<file path="config.mk">
export PLATFORM = sky130hd
export DESIGN_NAME = mux_scan_param
export DESIGN_NICKNAME = d
export VERILOG_FILES = /design/src/rtl/mux_scan_param.sv
export SDC_FILE = /design/constraint.sdc
export NUM_CORES = 1
export LEC_CHECK = 0
export ABC_AREA = 1
export CORE_ASPECT_RATIO = 1.5
export CORE_MARGIN = 2
export CORE_UTILIZATION = 45
export DETAILED_ROUTE_END_ITERATION = 8
export PLACE_DENSITY = 0.8
export SYNTH_ARGS = -nofsm -noshare
export SYNTH_HDL_FRONTEND = slang
export SYNTH_SLANG_ARGS = --single-unit
</file>
<file path="constraint.sdc">
create_clock -name clk -period 3.3 [get_ports clk]
set_input_delay 0.33 -clock clk [delete_from_list [all_inputs] [get_ports clk]]
set_output_delay 0.33 -clock clk [all_outputs]
set_load 0.02 [all_outputs]
</file>
<file path="src/rtl/mux_scan_param.sv">
// mux_scan_param: parametrised CH-channel, W-bit registered multiplexer with
// a direct-select mode and a round-robin auto-scan mode.
//
// Ports:
//   clk        rising-edge clock
//   rst        asynchronous active-high reset
//   i          packed channel data, channel k at i[k*W +: W]
//   s          direct-mode select; scan start channel on scan entry
//   mode       0 = direct, 1 = auto-scan
//   en         per-channel enable mask (scan mode only)
//   dwell      cycles spent on each channel in scan mode (0 behaves as 1)
//   o          registered selected data
//   o_valid    o/o_ch carry a legal channel's data
//   o_ch       channel index currently driving o
//   scan_wrap  one-cycle pulse when the scan pointer wraps to a lower-or-equal index
module mux_scan_param #(
  parameter int CH   = 16,
  parameter int W    = 8,
  parameter int SELW = 4,
  parameter int DWW  = 8
) (
  input  logic            clk,
  input  logic            rst,
  input  logic [CH*W-1:0] i,
  input  logic [SELW-1:0] s,
  input  logic            mode,
  input  logic [CH-1:0]   en,
  input  logic [DWW-1:0]  dwell,
  output logic [W-1:0]    o,
  output logic            o_valid,
  output logic [SELW-1:0] o_ch,
  output logic            scan_wrap
);

  logic [W-1:0] ch_data [CH];

  for (genvar k = 0; k < CH; k++) begin : g_unpack
    assign ch_data[k] = i[k*W +: W];
  end

  // Loop-based lookups keep every index in range even when CH is not a
  // power of two and the select can exceed the last channel.
  function automatic logic idx_legal(input logic [SELW-1:0] idx);
    logic r;
    r = 1'b0;
    for (int j = 0; j < CH; j++)
      if (int'(idx) == j) r = 1'b1;
    return r;
  endfunction

  function automatic logic en_at(input logic [CH-1:0] m, input logic [SELW-1:0] idx);
    logic r;
    r = 1'b0;
    for (int j = 0; j < CH; j++)
      if (int'(idx) == j) r = m[j];
    return r;
  endfunction

  function automatic logic [W-1:0] pick(input logic [SELW-1:0] idx);
    logic [W-1:0] r;
    r = '0;
    for (int j = 0; j < CH; j++)
      if (int'(idx) == j) r = ch_data[j];
    return r;
  endfunction

  // Circular priority search: lowest enabled index above 'from' (or at it
  // when incl is set), otherwise the lowest enabled index overall (wrap).
  // The caller handles the all-disabled case separately.
  function automatic logic [SELW-1:0] find_en(input logic [CH-1:0] m,
                                              input logic [SELW-1:0] from,
                                              input logic incl);
    logic [SELW-1:0] hi, lo;
    logic            hi_ok;
    hi    = '0;
    lo    = '0;
    hi_ok = 1'b0;
    for (int j = CH - 1; j >= 0; j--) begin
      if (m[j]) begin
        lo = SELW'(j);
        if (j > int'(from) || (incl && j == int'(from))) begin
          hi    = SELW'(j);
          hi_ok = 1'b1;
        end
      end
    end
    return hi_ok ? hi : lo;
  endfunction

  logic [SELW-1:0] ptr, ptr_n;
  logic [DWW-1:0]  dcnt, dcnt_n;
  logic            mode_q;
  logic [W-1:0]    o_n;
  logic            o_valid_n;
  logic [SELW-1:0] o_ch_n;
  logic            wrap_n;

  logic [DWW-1:0]  dlim;
  logic [SELW-1:0] nxt, start;
  logic            any_en;

  // dlim is the last dcnt value of a dwell; dcnt at or past it advances,
  // so shrinking dwell mid-dwell takes effect immediately.
  assign dlim   = (dwell == '0) ? '0 : dwell - DWW'(1);
  assign nxt    = find_en(en, ptr, 1'b0);
  assign start  = find_en(en, s, 1'b1);
  assign any_en = |en;

  always_comb begin
    ptr_n     = ptr;
    dcnt_n    = dcnt;
    o_n       = o;
    o_valid_n = o_valid;
    o_ch_n    = o_ch;
    wrap_n    = 1'b0;
    if (!mode) begin
      dcnt_n = '0;
      o_ch_n = s;
      if (idx_legal(s)) begin
        o_n       = pick(s);
        o_valid_n = 1'b1;
      end else begin
        o_n       = '0;
        o_valid_n = 1'b0;
      end
    end else if (!mode_q) begin
      // Scan entry: position on the first enabled channel at or after s.
      ptr_n     = any_en ? start : s;
      dcnt_n    = '0;
      o_valid_n = 1'b0;
    end else if (!any_en) begin
      o_n       = '0;
      o_valid_n = 1'b0;
    end else if (!en_at(en, ptr)) begin
      // Current channel was disabled mid-dwell: skip ahead without output.
      o_n       = '0;
      o_valid_n = 1'b0;
      ptr_n     = nxt;
      dcnt_n    = '0;
      wrap_n    = (nxt <= ptr);
    end else begin
      o_n       = pick(ptr);
      o_ch_n    = ptr;
      o_valid_n = 1'b1;
      if (dcnt >= dlim) begin
        dcnt_n = '0;
        ptr_n  = nxt;
        wrap_n = (nxt <= ptr);
      end else begin
        dcnt_n = dcnt + DWW'(1);
      end
    end
  end

  always_ff @(posedge clk or posedge rst) begin
    if (rst) begin
      ptr       <= '0;
      dcnt      <= '0;
      mode_q    <= 1'b0;
      o         <= '0;
      o_valid   <= 1'b0;
      o_ch      <= '0;
      scan_wrap <= 1'b0;
    end else begin
      ptr       <= ptr_n;
      dcnt      <= dcnt_n;
      mode_q    <= mode;
      o         <= o_n;
      o_valid   <= o_valid_n;
      o_ch      <= o_ch_n;
      scan_wrap <= wrap_n;
    end
  end

endmodule

</file>
Word level (Yosys, flattened, before mapping)
Index checks and enable logic that the tools add are counted.

Order comparisons: 32. Add/subtract/negate cells: 2. Reductions and logical operators: 21. Shift-type cells: 0. Muxes and demuxes: 240. Eq/ne operators: 51. Divide/modulo/power cells: 0. Multipliers: 0. Bitwise operators: 0.

Operator list (number): 4-bit 2-to-1 mux (89); 8-bit 2-to-1 mux (43); 1-bit 2-to-1 mux (108); 4-bit == test, second input constant (16); 4-bit > comparator, first input constant (16); 4-bit by 3-bit == test with 1-bit output, second input constant (8); 4-bit == test, first input constant (8); 3-bit by 4-bit > comparator with 1-bit output, first input constant (8); 3-bit by 4-bit == test with 1-bit output, first input constant (4); 4-bit by 2-bit == test with 1-bit output, second input constant (4); 2-bit by 4-bit > comparator with 1-bit output, first input constant (4); 16-bit OR reduction (1); 1-bit logical OR (15); 8-bit by 1-bit adder with 8-bit output, second input constant (1); 2-bit by 4-bit == test with 1-bit output, first input constant (2); 4-bit by 1-bit == test with 1-bit output, second input constant (2); 8-bit >= comparator (1); 1-bit by 4-bit > comparator with 1-bit output, first input constant (2); 4-bit zero test (2); 8-bit zero test (1); 2-bit by 1-bit inequality test with 1-bit output, second input constant (4); 8-bit by 1-bit subtractor with 8-bit output, second input constant (1); 3-bit by 2-bit inequality test with 1-bit output, second input constant (2); 3-bit AND reduction (2); 2 further kinds (2).

Memories: 0. Output and inout port bits: 14. Word-level logic and storage cells: 353. Register bits: 27. Bits in latches: 0. Bits in writable memories: 0. ROM bits: 0. Input port bits: 159.

Longest topological paths before layout
Word-level depth: 38. Gate-level depth with buffers: 25. Gate-level depth less buffers: 24.

Least setup slack after synthesis
Ideal clock, no wire load.

Path kind: register to register. Start: register ptr[1]. End: register scan_wrap. Cell stages (with the launch flop): 19. Path slack: 880 ps. Clock period less this slack: 2420 ps. Arrival time: 2319 ps. Path buffers: 0. Library setup time: 101 ps. Cell sequence: dfrtp_1 > inv_2 > nand2_4 > nor2_2 > inv_2 > nand3_1 > nand2_1 > nor2_1 > nand2_1 > nor2_2 > a21oi_1 > o21ai_1 > o21ai_1 > ha_1 > inv_1 > nor2_1 > o21ai_0 > a32oi_1 > nor4_1.

Cells in the longest elaborated chain, start to end: 38. Elaborated cells between the ends (all ways): 117.

Ends and longest elaborated chain: from (decl) (line 90) `logic [SELW-1:0] ptr, ptr_n;`; from (signal assigned) (line 165) `ptr <= ptr_n;`; 4-bit > comparator (line 81) `if (j > int'(from) || (incl && j == int'(from))) begin`; 4-bit 2-to-1 mux or 1-bit 2-to-1 mux (tied branches) (line 81); 4-bit 2-to-1 mux or 1-bit 2-to-1 mux (tied branches) (line 79) `if (m[j]) begin`; 4-bit 2-to-1 mux or 1-bit 2-to-1 mux (tied branches) (line 81); 4-bit 2-to-1 mux or 1-bit 2-to-1 mux (tied branches) (line 79); 4-bit 2-to-1 mux or 1-bit 2-to-1 mux (tied branches) (line 81); 4-bit 2-to-1 mux or 1-bit 2-to-1 mux (tied branches) (line 79); 4-bit 2-to-1 mux or 1-bit 2-to-1 mux (tied branches) (line 81); [23 not listed]; 4-bit 2-to-1 mux (line 87) `return hi_ok ? hi : lo;`; 4-bit <= comparator (line 140, 148); 1-bit 2-to-1 mux (line 145) `if (dcnt >= dlim) begin`; 1-bit 2-to-1 mux (*) (line 134) `end else if (!en_at(en, ptr)) begin`; 1-bit 2-to-1 mux (*) (line 131) `end else if (!any_en) begin`; 1-bit 2-to-1 mux (*) (line 126) `end else if (!mode_q) begin`; 1-bit 2-to-1 mux (*) (line 116) `if (!mode) begin`; named net wrap_n (line 96) `logic wrap_n;`; to (signal assigned) (line 171) `scan_wrap <= wrap_n;`; to (decl) (line 32) `output logic scan_wrap`.

The timed path passes the listed nets; every way through them passes the cells marked *. The select of a mux whose other input is x is not followed. A chain may end at the register's enable or synchronous reset.

Worst setup path after layout
Same ends and word-level chain as after synthesis.

==> impl_results.html <==
<table>
<tr><th>Metric</th><th>Value</th></tr>
<tr><th colspan="2">Yosys</th></tr>
<tr><td>FF+latch count, synth</td><td>27</td></tr>
<tr><td>Proportion of synthesized flip-flops having asynchronous set or reset</td><td>100%</td></tr>
<tr><td>Synthesized instance count</td><td>929</td></tr>
<tr><td>Post-synth EDFFs</td><td>0</td></tr>
<tr><td>Cell variety after synth</td><td>40</td></tr>
<tr><td>Sequential cell area fraction in the yosys report</td><td>13.9%</td></tr>
<tr><td>Post-Syn Area</td><td>4850 um^2</td></tr>
<tr><td>Yosys top cell area share</td><td>26.8%</td></tr>
<tr><td>Leading post-synthesis cells by cell area</td><td>sky130_fd_sc_hd__nand2_1 (27%), sky130_fd_sc_hd__dfrtp_1 (14%), sky130_fd_sc_hd__inv_1 (8.7%)</td></tr>
<tr><td>Commonest cells in the netlist</td><td>sky130_fd_sc_hd__nand2_1 (347), sky130_fd_sc_hd__inv_1 (113), sky130_fd_sc_hd__nor2_1 (91), sky130_fd_sc_hd__nand3_1 (75), sky130_fd_sc_hd__o21ai_0 (68)</td></tr>
<tr><td>Main flop type after synthesis</td><td>sky130_fd_sc_hd__dfrtp_1</td></tr>
<tr><td>Library cell occupying the most area in the post-synthesis netlist</td><td>sky130_fd_sc_hd__nand2_1</td></tr>
<tr><td>Most numerous cell in the Yosys netlist</td><td>sky130_fd_sc_hd__nand2_1</td></tr>
<tr><td>Avg Inst Size Synth</td><td>5.23 um^2</td></tr>
<tr><td>Synthesized net count</td><td>1102</td></tr>
<tr><td>Synthesis Warnings</td><td>0</td></tr>
<tr><th colspan="2">Layout</th></tr>
<tr><td>Number of standard cells in the final layout excluding fillers</td><td>1261</td></tr>
<tr><td>Area growth from synthesis to layout</td><td>43.2%</td></tr>
<tr><td>N_diodes</td><td>0</td></tr>
<tr><td>Filler Cell Count</td><td>1067</td></tr>
<tr><td>Post-route core utilization</td><td>66.0%</td></tr>
<tr><td>Final-stage net count</td><td>1291</td></tr>
<tr><td>Fraction of final layout cells with drive strength greater than 1</td><td>6.45%</td></tr>
<tr><td>Fin area</td><td>6950 um^2</td></tr>
<tr><th colspan="2">Power and ir drop</th></tr>
<tr><td>Worst-case vdd ir drop</td><td>0.451 mV</td></tr>
<tr><td>Power spent charging and discharging nets</td><td>1.92 mW</td></tr>
<tr><td>Net switching share of the total power</td><td>54.9%</td></tr>
<tr><td>Sequential Power Share</td><td>14.9%</td></tr>
<tr><td>Power Internal</td><td>1.58 mW</td></tr>
<tr><td>Pwr/cell area</td><td>504 nW/um^2</td></tr>
<tr><td>Combinational power share</td><td>77.3%</td></tr>
<tr><td>Clock network power share</td><td>7.8%</td></tr>
<tr><td>Leak</td><td>3.32 nW</td></tr>
<tr><th colspan="2">Floorplanning</th></tr>
<tr><td>Initial Util</td><td>46.1%</td></tr>
<tr><td>Width of the chip</td><td>88.8 um</td></tr>
<tr><td>Standard cell core area</td><td>10500 um^2</td></tr>
<tr><td>Top-level I/O count</td><td>173</td></tr>
<tr><td>Standard-cell rows</td><td>46</td></tr>
<tr><td>Die span in y</td><td>131 um</td></tr>
<tr><td>Die outline area</td><td>11700 um^2</td></tr>
<tr><th colspan="2">Global routing</th></tr>
<tr><td>Aggregate global-route resource usage</td><td>36.9%</td></tr>
<tr><td>Maximum number of pins on one net before global-route repair</td><td>28</td></tr>
<tr><td>Initial antenna violation count</td><td>0</td></tr>
<tr><td>Global-route wire length before repair</td><td>33600 um</td></tr>
<tr><td>Number of global-route vias before repair</td><td>6694</td></tr>
<tr><td>Grt total ovfl</td><td>0</td></tr>
<tr><th colspan="2">Setup path</th></tr>
<tr><td>R2R cell count</td><td>18</td></tr>
<tr><td>FF-to-FF Start</td><td>ptr[1]</td></tr>
<tr><td>Launching element type of the critical path</td><td>flip-flop</td></tr>
<tr><td>Register-to-register path setup slack</td><td>0.17 ns</td></tr>
<tr><td>Critical Path AT</td><td>3.27 ns</td></tr>
<tr><td>Sort of element at the end of the critical path</td><td>flip-flop</td></tr>
<tr><td>Critical path origin</td><td>ptr[1]</td></tr>
<tr><td>Max FO, Critical Path</td><td>7</td></tr>
<tr><td>Crit Reg-Reg Endpoint</td><td>scan_wrap</td></tr>
<tr><td>Required time reported for the critical path endpoint</td><td>3.45 ns</td></tr>
<tr><td>Critical setup path kind</td><td>flip-flop to flip-flop</td></tr>
<tr><td>Termination of the worst setup path</td><td>scan_wrap</td></tr>
<tr><th colspan="2">Clock network</th></tr>
<tr><td>H-tree depth</td><td>1</td></tr>
<tr><td>Number of hold buffers added after cts</td><td>0</td></tr>
<tr><td>Root cell of the clock tree</td><td>sky130_fd_sc_hd__clkbuf_16</td></tr>
<tr><td>Number of clock sinks seen by CTS</td><td>27</td></tr>
<tr><td>Register clock-pin slew on the reported worst setup and hold paths</td><td>0.06 ns</td></tr>
<tr><td>Buffers from clock root to sink, at most</td><td>2</td></tr>
<tr><td>Post-cts sizing count</td><td>0</td></tr>
<tr><td>Number of buffers created by CTS</td><td>3</td></tr>
<tr><td>Clock tree from TritonCTS</td><td>done</td></tr>
<tr><td>Setup repair bufs after CTS</td><td>0</td></tr>
<tr><td>Clock latency reported for the late side of the worst-skew pair</td><td>0.26 ns</td></tr>
<tr><th colspan="2">Timing</th></tr>
<tr><td>Total setup violations reported at the end of the flow</td><td>0</td></tr>
<tr><td>Fin. max-slew vios</td><td>0</td></tr>
<tr><td>Worst Skew</td><td>0.00373 ns</td></tr>
<tr><td>Final Hold Fails</td><td>0</td></tr>
<tr><td>Clock period minus final worst setup slack</td><td>3.13 ns</td></tr>
<tr><td>Final-layout setup total negative slack</td><td>0 ns</td></tr>
<tr><td>Worst-margin pin slew</td><td>1.03 ns</td></tr>
<tr><td>Peak clock frequency supported by timing</td><td>320 MHz</td></tr>
<tr><td>Final clock period utilization by the worst path</td><td>94.7%</td></tr>
<tr><td>Slew HR</td><td>31.1%</td></tr>
<tr><td>Setup repair after global routing missed its margin</td><td>false</td></tr>
<tr><th colspan="2">Run status</th></tr>
<tr><td>Status</td><td>finished, final reports clean</td></tr>
<tr><th colspan="2">Route</th></tr>
<tr><td>Routed vias/inst</td><td>5.51</td></tr>
<tr><td>Final Routed Wirelength</td><td>22000 um</td></tr>
<tr><td>Remaining antenna violation count</td><td>0</td></tr>
<tr><td>Average wire per standard cell</td><td>17.4 um</td></tr>
<tr><td>Remaining DRCs</td><td>0</td></tr>
<tr><td>Number of design-rule violations left by the first detailed-router iteration</td><td>497</td></tr>
<tr><td>Number of detailed-route iterations in the first pass</td><td>6</td></tr>
<tr><td>Vias after detailed routing</td><td>6949</td></tr>
<tr><th colspan="2">Run</th></tr>
<tr><td>Max-capacitance violation count</td><td>0</td></tr>
<tr><th colspan="2">Placement</th></tr>
<tr><td>Placed wire-length estimate</td><td>18100 um</td></tr>
<tr><td>Number of port buffers</td><td>172</td></tr>
<tr><td>Area of placed instances</td><td>6870 um^2</td></tr>
<tr><td>Placed instance count</td><td>1257</td></tr>
<tr><td>Final Wtd Congestion</td><td>1.01</td></tr>
<tr><th colspan="2">Worst hold path</th></tr>
<tr><td>Hold Crit Class</td><td>flip-flop to flip-flop</td></tr>
</table>
## power groups by stage
| stage | registers (mW) | logic (mW) | clock network [mW] |
|---|---|---|---|
| 6_report | 0.523 | 2.71 | 0.274 |
| 5_1_grt | 0.532 | 2.94 | 0.286 |
| 4_1_cts | 0.521 | 2.61 | 0.278 |
| 3_5_place_dp | 0.526 | 2.59 | 0 |
| 3_3_place_gp | 0.523 | 2.58 | 0 |
| 2_1_floorplan | 0.566 | 1.61 | 0 |
## flip-flops by register name, indices dropped and copies added (netlist names)
name,flops
o_valid,1
scan_wrap,1
dcnt,8
o,8
o_ch,4
ptr,4
mode_q,1
## layout make-up
type	instances	area (um^2)	share of cell area (%)
clock buffer	4	78.8	1.13
inverter	120	450	6.48
tap	144	180	2.59
timing repair buffer	197	1910	27.5
sequential	27	676	9.72
multi-input combinational	769	3660	52.6
## placed cells by master (no fill, tap or decap), drive strengths merged, types with 16 or more instances in the layout
cell type	count
a21oi	40
buf	25
clkdlybuf4s50	172
dfrtp	27
inv	120
nand2	354
nand3	75
nand4	38
nor2	102
o21ai	74
o22ai	19
or2	16
## worst min-delay path by stage
stage,endpoint,cells past startpoint,from,slack (ns)
3_5_place_dp,o_ch[2],2,o_ch[2],0.50
5_1_grt,o[3],2,o[3],0.54
2_1_floorplan,mode_q,0,mode,0.36
4_1_cts,o[3],2,o[3],0.52
3_3_place_gp,o[7],2,o[7],0.48
6_report,o_ch[2],2,o_ch[2],0.51
## metal layers
layer  part of all wire [%]  GRT usage [%]  routed length, um  vias to the layer above
met4                    7.7           24.3               1680                        0
met2                     48           62.5              10600                      359
li1                       -              -                  -                     3419
met1                     36           39.6               7960                     3072
met5                      0              0                  0                        -
met3                    8.0           7.85               1750                       99
## cell families (layout without fill, tap and decap cells)
group	after synthesis	after routing	share of synthesized area, %
AO/OA/AOI/OAI	150	150	17.0
flip-flops	27	27	13.9
adder cells (fa/ha/maj)	14	14	3.61
AND/OR/NAND/NOR	599	599	53.6
buffers and inverters	133	321	10.8
XOR/XNOR	6	6	1.08
## critical path: stages (launching register included)
cell and delay (ns):
sky130_fd_sc_hd__dfrtp_1 0.48, sky130_fd_sc_hd__inv_2 0.23, sky130_fd_sc_hd__nand2_4 0.13, sky130_fd_sc_hd__nor2_2 0.24, sky130_fd_sc_hd__inv_2 0.14, sky130_fd_sc_hd__nand3_1 0.12, sky130_fd_sc_hd__nand2_1 0.08, sky130_fd_sc_hd__nor2_1 0.12
sky130_fd_sc_hd__nand2_1 0.10, sky130_fd_sc_hd__nor2_2 0.16, sky130_fd_sc_hd__a21oi_1 0.07, sky130_fd_sc_hd__o21ai_1 0.09, sky130_fd_sc_hd__o21ai_1 0.11, sky130_fd_sc_hd__ha_1 0.30, sky130_fd_sc_hd__inv_1 0.06, sky130_fd_sc_hd__nor2_1 0.04
sky130_fd_sc_hd__o21ai_0 0.16, sky130_fd_sc_hd__a32oi_1 0.07, sky130_fd_sc_hd__nor4_1 0.30
## through the flow
step                      hold slack (ns)  setup WS, ns  total power [mW]
final                               0.510         0.174              3.50
after global routing                0.540       0.00479              3.76
after CTS                           0.519         0.242              3.41
after detailed placement            0.502        0.0710              3.11
after global placement              0.485         0.175              3.10
after floorplan                     0.361         0.880              2.18
Power figures use the tool's default switching activity.
